$ cat config.mk
export PLATFORM = sky130hd
export DESIGN_NAME = ring_pointer_ctrl_flat
export DESIGN_NICKNAME = d
export VERILOG_FILES = /design/src/rtl/ring_pointer_ctrl_if.sv /design/src/rtl/ring_pointer_ctrl.sv /design/src/flat_wrapper.sv
export SDC_FILE = /design/constraint.sdc
export NUM_CORES = 1
export LEC_CHECK = 0
export BUFFER_PORTS_ARGS = -buffer_cell sky130_fd_sc_hd__buf_4
export CORE_UTILIZATION = 49
export CTS_BUF_LIST = sky130_fd_sc_hd__clkbuf_16
export DETAILED_ROUTE_END_ITERATION = 10
export GPL_TIMING_DRIVEN = 0
export PLACE_DENSITY_LB_ADDON = 0.25
export SLEW_MARGIN = 0
export SYNTH_ARGS = -nofsm -noshare
export SYNTH_HDL_FRONTEND = slang
export SYNTH_SLANG_ARGS = --single-unit
$ cat constraint.sdc
create_clock -name clk -period 2.1 [get_ports clk]
set_clock_uncertainty 0.05 [all_clocks]
set_input_delay 0.315 -clock clk [delete_from_list [all_inputs] [get_ports clk]]
set_output_delay 0.315 -clock clk [all_outputs]
set_load 0.005 [all_outputs]
$ cat src/rtl/ring_pointer_ctrl_if.sv
// ring_pointer_ctrl_if: request/accept handshake and pointer/status bundle for ring_pointer_ctrl
//   master: drives clear, wr_en, rd_en; observes accepts, pointers, count and flags
//   slave : the pointer controller, drives wr_acc, rd_acc, wr_ptr, rd_ptr, count,
//           empty, full, almost_full, overflow, underflow
interface ring_pointer_ctrl_if #(
    parameter int BufferWidth = 2
) ();
    logic                   clear;
    logic                   wr_en;
    logic                   rd_en;
    logic                   wr_acc;
    logic                   rd_acc;
    logic [BufferWidth-1:0] wr_ptr;
    logic [BufferWidth-1:0] rd_ptr;
    logic [BufferWidth:0]   count;
    logic                   empty;
    logic                   full;
    logic                   almost_full;
    logic                   overflow;
    logic                   underflow;
    modport master (
        output clear, wr_en, rd_en,
        input  wr_acc, rd_acc, wr_ptr, rd_ptr, count,
        input  empty, full, almost_full, overflow, underflow
    );
    modport slave (
        input  clear, wr_en, rd_en,
        output wr_acc, rd_acc, wr_ptr, rd_ptr, count,
        output empty, full, almost_full, overflow, underflow
    );
endinterface

$ cat src/rtl/ring_pointer_ctrl.sv
// ring_pointer_ctrl: paired write/read pointer controller for a DEPTH-entry ring buffer
//   clk     : clock, all state on posedge
//   reset_n : synchronous reset, active low
//   bus     : slave side of ring_pointer_ctrl_if (clear/wr_en/rd_en in; combinational
//             wr_acc/rd_acc; registered wr_ptr, rd_ptr, count, empty, full,
//             almost_full, sticky overflow/underflow)
module ring_pointer_ctrl #(
    parameter int BufferWidth = 2,
    parameter int DEPTH       = 4,
    parameter int AF_LEVEL    = DEPTH - 1
) (
    input  logic                 clk,
    input  logic                 reset_n,
    ring_pointer_ctrl_if.slave   bus
);
    localparam int CntWidth = BufferWidth + 1;
    localparam logic [BufferWidth-1:0] LastIdx = BufferWidth'(DEPTH - 1);
    localparam logic [CntWidth-1:0]    FullCnt = CntWidth'(DEPTH);
    localparam logic [CntWidth-1:0]    AfCnt   = CntWidth'(AF_LEVEL);
    logic [CntWidth-1:0]    count_nxt;
    logic [BufferWidth-1:0] wr_ptr_nxt;
    logic [BufferWidth-1:0] rd_ptr_nxt;
    // A write on full is only admitted when a read frees the slot in the same cycle.
    assign bus.rd_acc = bus.rd_en & ~bus.empty & ~bus.clear;
    assign bus.wr_acc = bus.wr_en & ~bus.clear & (~bus.full | bus.rd_acc);
    // Wrap at DEPTH-1 so non-power-of-two depths work.
    assign wr_ptr_nxt = (bus.wr_ptr == LastIdx) ? '0 : bus.wr_ptr + 1'b1;
    assign rd_ptr_nxt = (bus.rd_ptr == LastIdx) ? '0 : bus.rd_ptr + 1'b1;
    assign count_nxt  = (bus.wr_acc & ~bus.rd_acc) ? bus.count + 1'b1 :
                        (~bus.wr_acc & bus.rd_acc) ? bus.count - 1'b1 : bus.count;
    // Flags are derived from the next count so they line up with the registered count.
    always_ff @(posedge clk) begin
        if (!reset_n || bus.clear) begin
            bus.wr_ptr      <= '0;
            bus.rd_ptr      <= '0;
            bus.count       <= '0;
            bus.empty       <= 1'b1;
            bus.full        <= 1'b0;
            bus.almost_full <= 1'b0;
            bus.overflow    <= 1'b0;
            bus.underflow   <= 1'b0;
        end else begin
            if (bus.wr_acc) bus.wr_ptr <= wr_ptr_nxt;
            if (bus.rd_acc) bus.rd_ptr <= rd_ptr_nxt;
            bus.count       <= count_nxt;
            bus.empty       <= count_nxt == '0;
            bus.full        <= count_nxt == FullCnt;
            bus.almost_full <= count_nxt >= AfCnt;
            if (bus.wr_en & ~bus.wr_acc) bus.overflow <= 1'b1;
            if (bus.rd_en & bus.empty) bus.underflow <= 1'b1;
        end
    end
endmodule

$ cat src/flat_wrapper.sv
// flat-port wrapper written by rule: the top's interface ports become plain ports
module ring_pointer_ctrl_flat 
#(
    parameter int BufferWidth = 2,
    parameter int DEPTH       = 4,
    parameter int AF_LEVEL    = DEPTH - 1
)
  (clk, reset_n, bus_clear, bus_wr_en, bus_rd_en, bus_wr_acc, bus_rd_acc, bus_wr_ptr, bus_rd_ptr, bus_count, bus_empty, bus_full, bus_almost_full, bus_overflow, bus_underflow);
  ring_pointer_ctrl_if #(.BufferWidth(BufferWidth)) bus_i ();
  input  logic clk;
  input  logic reset_n;
  input wire logic [$bits(bus_i.clear)-1:0] bus_clear;
  input wire logic [$bits(bus_i.wr_en)-1:0] bus_wr_en;
  input wire logic [$bits(bus_i.rd_en)-1:0] bus_rd_en;
  output wire logic [$bits(bus_i.wr_acc)-1:0] bus_wr_acc;
  output wire logic [$bits(bus_i.rd_acc)-1:0] bus_rd_acc;
  output wire logic [$bits(bus_i.wr_ptr)-1:0] bus_wr_ptr;
  output wire logic [$bits(bus_i.rd_ptr)-1:0] bus_rd_ptr;
  output wire logic [$bits(bus_i.count)-1:0] bus_count;
  output wire logic [$bits(bus_i.empty)-1:0] bus_empty;
  output wire logic [$bits(bus_i.full)-1:0] bus_full;
  output wire logic [$bits(bus_i.almost_full)-1:0] bus_almost_full;
  output wire logic [$bits(bus_i.overflow)-1:0] bus_overflow;
  output wire logic [$bits(bus_i.underflow)-1:0] bus_underflow;
  assign bus_i.clear = bus_clear;
  assign bus_i.wr_en = bus_wr_en;
  assign bus_i.rd_en = bus_rd_en;
  assign bus_wr_acc = bus_i.wr_acc;
  assign bus_rd_acc = bus_i.rd_acc;
  assign bus_wr_ptr = bus_i.wr_ptr;
  assign bus_rd_ptr = bus_i.rd_ptr;
  assign bus_count = bus_i.count;
  assign bus_empty = bus_i.empty;
  assign bus_full = bus_i.full;
  assign bus_almost_full = bus_i.almost_full;
  assign bus_overflow = bus_i.overflow;
  assign bus_underflow = bus_i.underflow;
  ring_pointer_ctrl #(.BufferWidth(BufferWidth), .DEPTH(DEPTH), .AF_LEVEL(AF_LEVEL)) u_core (.clk(clk), .reset_n(reset_n), .bus(bus_i));
endmodule
==> results of run 1 <==
## worst reg2reg max path: stages (launching register included)
cell	delay (ns)
dfxtp_1	0.49
inv_1	0.10
ha_1	0.39
nand2b_1	0.13
nor4_1	0.04
a211oi_1	0.37
o31ai_1	0.11
## power by group
group          switching, mW  total (mW)  internal [mW]
sequential           0.00777       0.242          0.235
clock                  0.100       0.351          0.251
combinational         0.0341      0.0664         0.0324
## registers in the layout (all words and copies together) (netlist names)
signal,cells
u_core.bus.empty,1
u_core.bus.rd_ptr,2
u_core.bus.underflow,1
u_core.bus.full,1
u_core.bus.count,3
u_core.bus.overflow,1
u_core.bus.almost_full,1
u_core.bus.wr_ptr,2
## layout by cell type (no fill, tap or decap), types with 2 or more instances in the layout
cell type,count
and3_1,2
nand4_1,2
buf_4,19
ha_1,4
nor3b_1,3
nand2_1,4
and2b_1,2
nor4_1,2
mux2i_1,2
a21oi_1,7
dfxtp_1,12
a211o_1,3
nor2_1,11
nor3_1,2
inv_1,4
clkbuf_16,3
nand2b_1,5
## through the flow
step	util (%)	total power, mW
6_report	75.8	0.660
5_1_grt	75.8	0.686
4_1_cts	75.8	0.664
3_5_place_dp	69.2	0.310
3_3_place_gp	69.2	0.308
2_1_floorplan	-	0.281
## routing by layer
layer	up-vias	global-route usage (%)	share of wire (%)
li1	325	-	-
met1	312	27.1	41
met2	33	41.7	49
met3	6	7.51	6.9
met4	0	18.1	2.8
met5	-	0	0
## worst paths after layout
kind / end / slack, ns / startpoint / cells after the start
max reg2reg: u_core.bus.empty / 0.29 / u_core.bus.count[0] / 6
min: u_core.bus.empty / 0.34 / bus_clear / 3
max: bus_wr_acc / 0.28 / u_core.bus.empty / 4
min reg2reg: u_core.bus.rd_ptr[1] / 0.42 / u_core.bus.rd_ptr[1] / 2
## area by class of cell
type	instances	area (um2)
sequential	12	240
multi-input combinational	60	402
clock buffer	3	75.1
clock inverter	1	3.75
fill	83	287
timing repair buffer	18	135
tap	14	17.5
buffer	2	11.3
inverter	4	15.0
## logic make-up after synthesis
| family | count (synthesis) |
|---|---|
| compound gates | 18 |
| fa+ha+maj | 4 |
| buf+inv | 6 |
| flops | 12 |
| mux | 2 |
| simple gates | 36 |
==> summary.md, run 1 <==
| Metric | Value |
|---|---|
| Vias in the first global route | 588 |
| H-tree levels | 1 |
| WHS | 0.343 ns |
| Rows | 12 |
| Cell taking the most area after synthesis | dfxtp_1 |
| RSZ-0062 raised after global routing | false |
| Antenna cell count | 0 |
| Die height | 38.9 um |
| Family with the most delay on the worst path | flip-flops |
| Static leakage | 0.405 nW |
| #FFs+latches synth | 12 |
| Cells after Synth | 78 |
| Worst-margin pin slew | 0.446 ns |
| Tmin final | 1.82 ns |
| Data required time of the worst path | 1.74 ns |
| CP peak stage delay | 0.44 ns |
| Syn_nets | 87 |
| Largest cells by area after synthesis | dfxtp_1 36%, ha_1 7.5%, nor2_1 6.2% |
| Worst-path cell chain | and2b_1 -> o21ai_1 -> inv_1 -> buf_4 |
| Crit Path Max Fanout | 6 |
| Startpoint types | flop |
| Mean Syn Cell Area | 8.57 um2 |
| Ys async rst share | 0% |
| Post-Synth Adder-Cell Area | 7.49% |
| GRT Util Overall | 25.3% |
| Resized Gates After CTS | 0 |
| Ys flop type | dfxtp_1 |
| Status | finished clean |
| CORE AREA | 1190 um2 |
| Io pins | 19 |
| CTS tree | done |
| Final Max Slew Viols | 0 |
| Synth Area in Compound Gates | 17.6% |
| Final hold violations | 0 |
| Max clock buf depth | 2 |
| Peak VDD IR | 0.501 mV |
| Cells after DPL | 110 |
| Initial DRC count | 28 |
| Cell with the most instances after synthesis | dfxtp_1 |
| Worst Setup Slack, final | 0.283 ns |
| Grt total ovfl | 0 |
| Non-filler cells, final | 114 |
| Distinct cell type count after synthesis | 28 |
| Hold buffers post-CTS | 0 |
| Starting Density | 56.3% |
| Share of cells above drive strength 1 | 24.0% |
| Via density | 5.93 |
| WL final | 1560 um |
| Die Area | 1520 um2 |
| Non-Filler Cell Area, Final | 900 um2 |
| Simple-gate portion of the synthesized area | 32.0% |
| Max-cap violation count | 0 |
| Routed Antenna Nets | 0 |
| DP Worst Slack | 0.343 ns |
| Die Wd | 38.9 um |
| Sum Neg Setup Slack | 0 ns |
| DRC viols | 0 |
| Initial antenna violation count | 0 |
| Number of flops mapped to enable cells by yosys | 0 |
| Worst slew margin | 70.3% |
| Largest family of logic cells by synthesized area | simple AND/OR/NAND/NOR gates |
| Yosys warns | 0 |
| Top cell type's share of synthesized area | 36.0% |
| Avg WL per Cell | 13.7 um |
| Worst Path Arrival | 1.45 ns |
| Area Overhead vs Synth | 34.6% |
| Largest net degree at the start of global routing | 11 |
| First-pass GRT wire length | 2460 um |
| Final Setup Violations | 0 |
| FMAX | 0.550 GHz |
| Clock Pin Slew Worst Setup and Hold Paths | 0.04 ns |
| Routed vias | 676 |
| Post-synth top cells | 12 x dfxtp_1, 11 x nor2_1, 7 x a21oi_1 |
| Hold Crit Class | in -> reg |
| Crit path kind | reg -> out |
| Later-pin clock latency in the skew report | 0.24 ns |
| Part of the cycle the worst path needs | 86.5% |
| Drt first pass iters | 4 |
| Post-DP HPWL | 1090 um |
| Num CTS Buffers | 3 |
| Xor-xnor portion of the synthesized cell area | 0% |
| PwrDens | 734 nW/um2 |
| Final Net Count | 110 |
| Clock sinks | 12 |
| WP buf/inv | 2 |
| Port bufs | 18 |
| Synth Cell Area | 668 um2 |
| Multiplexer area fraction after synthesis | 3.00% |
| Setup crit end kind | output pin |
| Number of setup buffers added after CTS | 0 |
| RD Place Congestion | 0.860 |
| Critical path's slowest cell | dfxtp_1 |
| Placement Cell Area | 821 um2 |
| Register area share after synthesis | 36.0% |
| Root Driver | clkbuf_16 |
No activity file was read; power rests on OpenSTA's default activity.
==> run 2, diff against run 1 <==
--- a/config.mk
+++ b/config.mk
@@ -6,6 +6,7 @@
 export NUM_CORES = 1
 export LEC_CHECK = 0
 export BUFFER_PORTS_ARGS = -buffer_cell sky130_fd_sc_hd__buf_4
+export CORE_MARGIN = 2
 export CORE_UTILIZATION = 49
 export CTS_BUF_LIST = sky130_fd_sc_hd__clkbuf_16
 export DETAILED_ROUTE_END_ITERATION = 10
==> summary.md, run 2 (synthesized netlist as in run 1, its figures left out) <==
| Metric | Value |
|---|---|
| Status | finished clean |
| H-tree levels | 1 (unchanged) |
| Peak VDD IR | 0.526 mV (+4.9%) |
| Clock sinks | 12 (unchanged) |
| Placement Cell Area | 822 um2 (+0.15%) |
| Io pins | 19 (unchanged) |
| WHS | 0.293 ns (-0.0498 ns) |
| Vias in the first global route | 546 (-7.1%) |
| Rows | 13 (+1) |
| Hold Crit Class | in -> reg |
| Largest regs | u_core.bus.count (3), u_core.bus.rd_ptr (2), u_core.bus.wr_ptr (2) |
| Crit Path Max Fanout | 10 (+4) |
| Largest net degree at the start of global routing | 11 (unchanged) |
| Share of cells above drive strength 1 | 24.0% (unchanged) |
| CP peak stage delay | 0.48 ns (+0.04 ns) |
| WL final | 1460 um (-6.8%) |
| Startpoint types | flop |
| Die Wd | 40.9 um (+5.1%) |
| Most flop-heavy register | u_core.bus.count |
| Worst Path Arrival | 1.88 ns (+0.43 ns) |
| Tmin final | 1.78 ns (-0.0362 ns) |
| Critical path's slowest cell | dfxtp_1 |
| Worst-margin pin slew | 0.440 ns (-0.00546 ns) |
| Grt total ovfl | 0 (unchanged) |
| Routed vias | 633 (-6.4%) |
| Antenna cell count | 0 (unchanged) |
| Clock Pin Slew Worst Setup and Hold Paths | 0.04 ns (about the same) |
| Initial antenna violation count | 0 (unchanged) |
| Avg WL per Cell | 12.7 um (-7.7%) |
| WP buf/inv | 1 (-1) |
| DRC viols | 0 (unchanged) |
| Cells after DPL | 111 (+0.91%) |
| Fill cells | 111 (+34%) |
| Core Util, Final | 70.1% (-5.7 points) |
| Critical Path Source | u_core.bus.count[0] |
| Setup crit end kind | flop |
| Most common cell after layout, fill and taps aside | buf_4 |
| CORE AREA | 1280 um2 (+8.3%) |
| Non-Filler Cell Area, Final | 901 um2 (+0.14%) |
| Root Driver | clkbuf_16 |
| Drt first pass iters | 2 (-2) |
| Via density | 5.50 (-7.2%) |
| Area Overhead vs Synth | 34.8% |
| RSZ-0062 raised after global routing | false |
| Resized Gates After CTS | 0 (unchanged) |
| Final Net Count | 110 (unchanged) |
| Hold buffers post-CTS | 0 (unchanged) |
| Static leakage | 0.405 nW (unchanged) |
| Final Max Slew Viols | 0 (unchanged) |
| Data required time of the worst path | 2.20 ns (+0.46 ns) |
| Sum Neg Setup Slack | 0 ns (unchanged) |
| Family with the most delay on the worst path | flip-flops |
| Port bufs | 18 (unchanged) |
| Final hold violations | 0 (unchanged) |
| PwrDens | 727 nW/um2 (-0.84%) |
| Final Setup Violations | 0 (unchanged) |
| Non-filler cells, final | 115 (+0.88%) |
| GRT Util Overall | 22.3% (-3.0 points) |
| FMAX | 0.562 GHz (+2.0%) |
| First-pass GRT wire length | 2370 um (-3.4%) |
| Seq. cell area | 240 um2 (unchanged) |
| Part of the cycle the worst path needs | 84.8% (-1.7 points) |
| CTS tree | done |
| Crit path kind | reg -> reg |
| Reg-to-Reg End | u_core.bus.empty |
| Number of setup buffers added after CTS | 0 (unchanged) |
| Num CTS Buffers | 3 (unchanged) |
| Multi-input logic area | 402 um2 (unchanged) |
| R2r startpoint | u_core.bus.count[0] |
| Max clock buf depth | 2 (unchanged) |
| Hold Path Depth | 3 (unchanged) |
| Later-pin clock latency in the skew report | 0.24 ns (about the same) |
| Worst reg2reg setup slack | 0.32 ns (+0.03 ns) |
| Worst-path cell chain | inv_1 -> ha_1 -> nand2b_1 -> nor4_1 -> a211oi_1 -> o31ai_1 |
| Most frequent cells in the layout | 19 x buf_4, 12 x dfxtp_1, 11 x nor2_1 |
| Initial DRC count | 2 (-93%) |
| Max FFs per register | 3 (unchanged) |
| R2r worst-path depth | 6 (unchanged) |
| Post-DP HPWL | 1060 um (-2.7%) |
| Routed Antenna Nets | 0 (unchanged) |
| Stages on worst setup path | 6 (+2) |
| Crit path to | u_core.bus.empty |
| Starting Density | 52.0% (-4.3 points) |
| Max-cap violation count | 0 (unchanged) |
| Die Area | 1670 um2 (+11%) |
| RD Place Congestion | 0.785 (-8.7%) |
| Worst slew margin | 70.7% (+0.36 points) |
| Die height | 40.9 um (+5.1%) |
==> run 2: per-stage QoR <==
| step | setup slack (ns) | total power, mW |
|---|---|---|
| after global routing | 0.146 | 0.681 |
| after detailed placement | 0.331 | 0.310 |
| after global placement | 0.351 | 0.308 |
| after floorplan | 0.467 | 0.281 |
| final | 0.319 | 0.655 |
| after CTS | 0.316 | 0.660 |
==> run 2: per-layer routing <==
| layer | vias to the layer above | global-route usage, % | share of wire (%) |
|---|---|---|---|
| met5 | - | 0 | 0 |
| met4 | 0 | 12.5 | 0.76 |
| met3 | 2 | 6.52 | 4.8 |
| met2 | 13 | 32.8 | 48 |
| met1 | 295 | 28.6 | 47 |
| li1 | 323 | - | - |
==> run 2: worst min-delay path by stage <==
stage                           end            startpoint  slack (ns)
6_report       u_core.bus.underflow             bus_rd_en        0.29
5_1_grt        u_core.bus.underflow             bus_rd_en        0.32
4_1_cts        u_core.bus.underflow             bus_rd_en        0.30
3_5_place_dp   u_core.bus.rd_ptr[1]  u_core.bus.rd_ptr[1]        0.42
3_3_place_gp   u_core.bus.underflow  u_core.bus.underflow        0.40
2_1_floorplan      u_core.bus.empty             bus_clear        0.39
==> run 2: power breakdown <==
group	switching, mW	total, mW	internal, mW
Sequential	0.00746	0.242	0.235
Combinational	0.0325	0.0648	0.0323
Clock	0.0979	0.348	0.251
Total	0.138	0.655	0.517
==> run 2: worst min-delay path: cells and delay by family <==
| kind | cells | cell delay [ns] |
|---|---|---|
| compound gates | 1 | 0.05 |
| buf+inv | 1 | 0.10 |
| simple gates | 1 | 0.07 |
==> run 2: final cells by class <==
type | count | area share [%]
Buffer | 2 | 1.25
Clock buffer | 3 | 8.33
Clock inverter | 1 | 0.417
Inverter | 4 | 1.67
Multi-Input combinational cell | 60 | 44.6
Sequential cell | 12 | 26.7
Tap cell | 15 | 2.08
Timing Repair Buffer | 18 | 15.0
==> run 3, diff against run 2 <==
--- a/config.mk
+++ b/config.mk
@@ -5,11 +5,12 @@
 export SDC_FILE = /design/constraint.sdc
 export NUM_CORES = 1
 export LEC_CHECK = 0
+export ABC_AREA = 1
 export BUFFER_PORTS_ARGS = -buffer_cell sky130_fd_sc_hd__buf_4
-export CORE_MARGIN = 2
-export CORE_UTILIZATION = 49
+export CORE_AREA = 2 2 39 41
 export CTS_BUF_LIST = sky130_fd_sc_hd__clkbuf_16
 export DETAILED_ROUTE_END_ITERATION = 10
+export DIE_AREA = 0 0 41 43
 export GPL_TIMING_DRIVEN = 0
 export PLACE_DENSITY_LB_ADDON = 0.25
 export SLEW_MARGIN = 0
==> constraint.sdc (replaced) <==
create_clock -name clk -period 1.7 [get_ports clk]
set_clock_uncertainty 0.05 [all_clocks]
set_input_delay 0.255 -clock clk [delete_from_list [all_inputs] [get_ports clk]]
set_output_delay 0.255 -clock clk [all_outputs]
set_load 0.005 [all_outputs]
==> summary.md, run 3 <==
| Metric | Value |
|---|---|
| CP peak stage delay | 0.40 ns (-0.08 ns) |
| Setup crit end kind | output pin |
| Startpoint types | flop |
| H-tree levels | 1 (unchanged) |
| Final hold violations | 0 (unchanged) |
| Clock Pin Slew Worst Setup and Hold Paths | 0.04 ns (about the same) |
| Met2 routed WL | 717 um (+3.3%) |
| Starting Density | 42.9% (-9.1 points) |
| Largest cells by area after synthesis | dfxtp_1 41%, ha_1 8.4%, nand2_1 7.6% |
| Ys async rst share | 0% (unchanged) |
| Resized Gates After CTS | 0 (unchanged) |
| First-pass GRT wire length | 2310 um (-2.6%) |
| Largest regs | u_core.bus.count (3), u_core.bus.rd_ptr (2), u_core.bus.wr_ptr (2) |
| WL final | 1350 um (-7.0%) |
| Data required time of the worst path | 1.39 ns (-0.81 ns) |
| Final Setup Violations | 0 (unchanged) |
| Crit path kind | reg -> out |
| Internal power | 0.635 mW (+23%) |
| Yosys warns | 0 (unchanged) |
| Syn_nets | 85 (-2.3%) |
| Status | finished clean |
| Clock sinks | 12 (unchanged) |
| Number of flops mapped to enable cells by yosys | 0 (unchanged) |
| Grt total ovfl | 0 (unchanged) |
| Initial DRC count | 5 (+3) |
| Most flop-heavy register | u_core.bus.count |
| Distinct cell type count after synthesis | 18 (-36%) |
| Area Overhead vs Synth | 39.5% |
| Logic gate share of total power | 10.1% (+0.2 points) |
| Clock Power Share | 52.9% (-0.3 points) |
| GRT Util Overall | 20.6% (-1.7 points) |
| Worst-margin pin slew | 0.292 ns (-0.149 ns) |
| Avg WL per Cell | 11.9 um (-6.2%) |
| Initial antenna violation count | 0 (unchanged) |
| Largest net degree at the start of global routing | 8 (-3) |
| Num CTS Buffers | 3 (unchanged) |
| Worst slew margin | 80.4% (+9.8 points) |
| RSZ-0062 raised after global routing | false |
| Worst Path Arrival | 1.21 ns (-0.67 ns) |
| Post-DP HPWL | 1020 um (-3.3%) |
| Critical path's slowest cell | dfxtp_1 |
| Fill cells | 139 (+25%) |
| Drt first pass iters | 4 (+2) |
| Io pins | 19 (unchanged) |
| Cell taking the most area after synthesis | dfxtp_1 |
| Hold buffers post-CTS | 0 (unchanged) |
| Routed vias | 562 (-11%) |
| Cells after DPL | 110 (-0.90%) |
| Antenna cell count | 0 (unchanged) |
| Max clock buf depth | 2 (unchanged) |
| Max-cap violation count | 0 (unchanged) |
| Worst-path cell chain | nor2_2 -> o21ai_1 -> inv_2 -> buf_4 |
| Non-filler cells, final | 114 (-0.87%) |
| Die Area | 1760 um2 (+5.3%) |
| Top cell type's share of synthesized area | 40.5% (+4.6 points) |
| Most frequent cells in the layout | 18 x buf_4, 12 x nand2_1, 12 x dfxtp_1 |
| DRC viols | 0 (unchanged) |
| Static leakage | 0.447 nW (+10%) |
| Later-pin clock latency in the skew report | 0.24 ns (about the same) |
| Share of cells above drive strength 1 | 35.7% (+12 points) |
| Synth Cell Area | 593 um2 (-11%) |
| Ys flop type | dfxtp_1 |
| Cells after Synth | 76 (-2.6%) |
| Flop pwr share | 37.1% (+0.2 points) |
| Number of setup buffers added after CTS | 0 (unchanged) |
| Final Max Slew Viols | 0 (unchanged) |
| Root Driver | clkbuf_16 |
| Most common cell after layout, fill and taps aside | buf_4 |
| Tmin final | 1.51 ns |
| Met3 Wirelength | 82 um (+17%) |
| Part of the cycle the worst path needs | 89.1% |
| CTS tree | done |
| Post-synth top cells | 12 x dfxtp_1, 12 x nand2_1, 11 x inv_1 |
| Die height | 43 um (+5.1%) |
| Rows | 14 (+1) |
| FMAX | 0.660 GHz |
| Final Net Count | 108 (-1.8%) |
| Metal-1 WL | 492 um (-28%) |
| Mean Syn Cell Area | 7.80 um2 (-8.9%) |
| Crit Path Max Fanout | 4 (-6) |
| CORE AREA | 1380 um2 (+7.7%) |
| PwrDens | 975 nW/um2 (+34%) |
| #FFs+latches synth | 12 (unchanged) |
| Port bufs | 18 (unchanged) |
| Vias in the first global route | 563 (+3.1%) |
| Sum Neg Setup Slack | 0 ns (unchanged) |
| Peak VDD IR | 0.626 mV (+19%) |
| RD Place Congestion | 0.667 (-15%) |
| Via density | 4.93 (-10%) |
| Die Wd | 41 um (+0.18%) |
| Uppermost layer routed | met4 |
| Routed Antenna Nets | 0 (unchanged) |
| Hold Crit Class | in -> reg |
| Register area share after synthesis | 40.5% (+4.6 points) |
| Max FFs per register | 3 (unchanged) |
| Sw power | 0.171 mW (+24%) |
| Sw Ratio | 21.2% (+0.15 points) |
run 3: per-layer routing:
metal  global-route usage (%)  vias up
met1                     19.9      251
met3                     8.38        8
met4                     11.3        0
met5                        0        -
met2                     34.4       16
li1                         -      287
run 3: kinds of logic after synthesis:
| family | Yosys count | share of synthesized area (%) |
|---|---|---|
| buffers and inverters | 14 | 8.86 |
| flip-flops | 12 | 40.5 |
| AND/OR/NAND/NOR | 37 | 32.9 |
| adder cells (fa/ha/maj) | 4 | 8.44 |
| AO/OA/AOI/OAI | 9 | 9.28 |
run 3: power by group through the flow:
stage	logic (mW)	registers, mW	clock network, mW
floorplan	0.0457	0.303	0
detailed placement	0.0806	0.303	0
CTS	0.0819	0.299	0.435
global route	0.0937	0.300	0.448
finish	0.0810	0.299	0.426
global placement	0.0781	0.303	0
run 3: worst paths after layout:
kind | start | end | slack (ns) | cells past startpoint
min reg2reg | u_core.bus.underflow | u_core.bus.underflow | 0.43 | 2
max | u_core.bus.empty | bus_wr_acc | 0.19 | 4
min | bus_rd_en | u_core.bus.underflow | 0.22 | 3
max reg2reg | u_core.bus.count[0] | u_core.bus.full | 0.32 | 9
run 3: through the flow:
stage / util [%] / power [mW] / setup WS (ns) / hold WS [ns] / instance area, um2
2_1_floorplan: - / 0.349 / 0.448 / 0.344 / 593
3_3_place_gp: 54.1 / 0.381 / 0.400 / 0.403 / 748
3_5_place_dp: 54.1 / 0.384 / 0.333 / 0.416 / 748
4_1_cts: 59.8 / 0.815 / 0.180 / 0.215 / 827
5_1_grt: 59.8 / 0.842 / 0.115 / 0.270 / 827
6_report: 59.8 / 0.806 / 0.186 / 0.217 / 827
run 3: worst max-delay path: cells and delay by family (launching register included):
| kind | cells | cell delay (ns) |
|---|---|---|
| buffers and inverters | 2 | 0.22 |
| AND/OR/NAND/NOR | 1 | 0.08 |
| AO/OA/AOI/OAI | 1 | 0.26 |
| flip-flops | 1 | 0.40 |
run 3: cell type report:
class | count | area (um2) | share of cell area (%)
inverters | 14 | 52.6 | 6.35
clock inverters | 1 | 3.75 | 0.454
repair buffers | 18 | 135 | 16.3
flip-flops and latches | 12 | 240 | 29.0
multi-input cells | 50 | 300 | 36.3
clock buffers | 3 | 75.1 | 9.08
well taps | 16 | 20.0 | 2.42
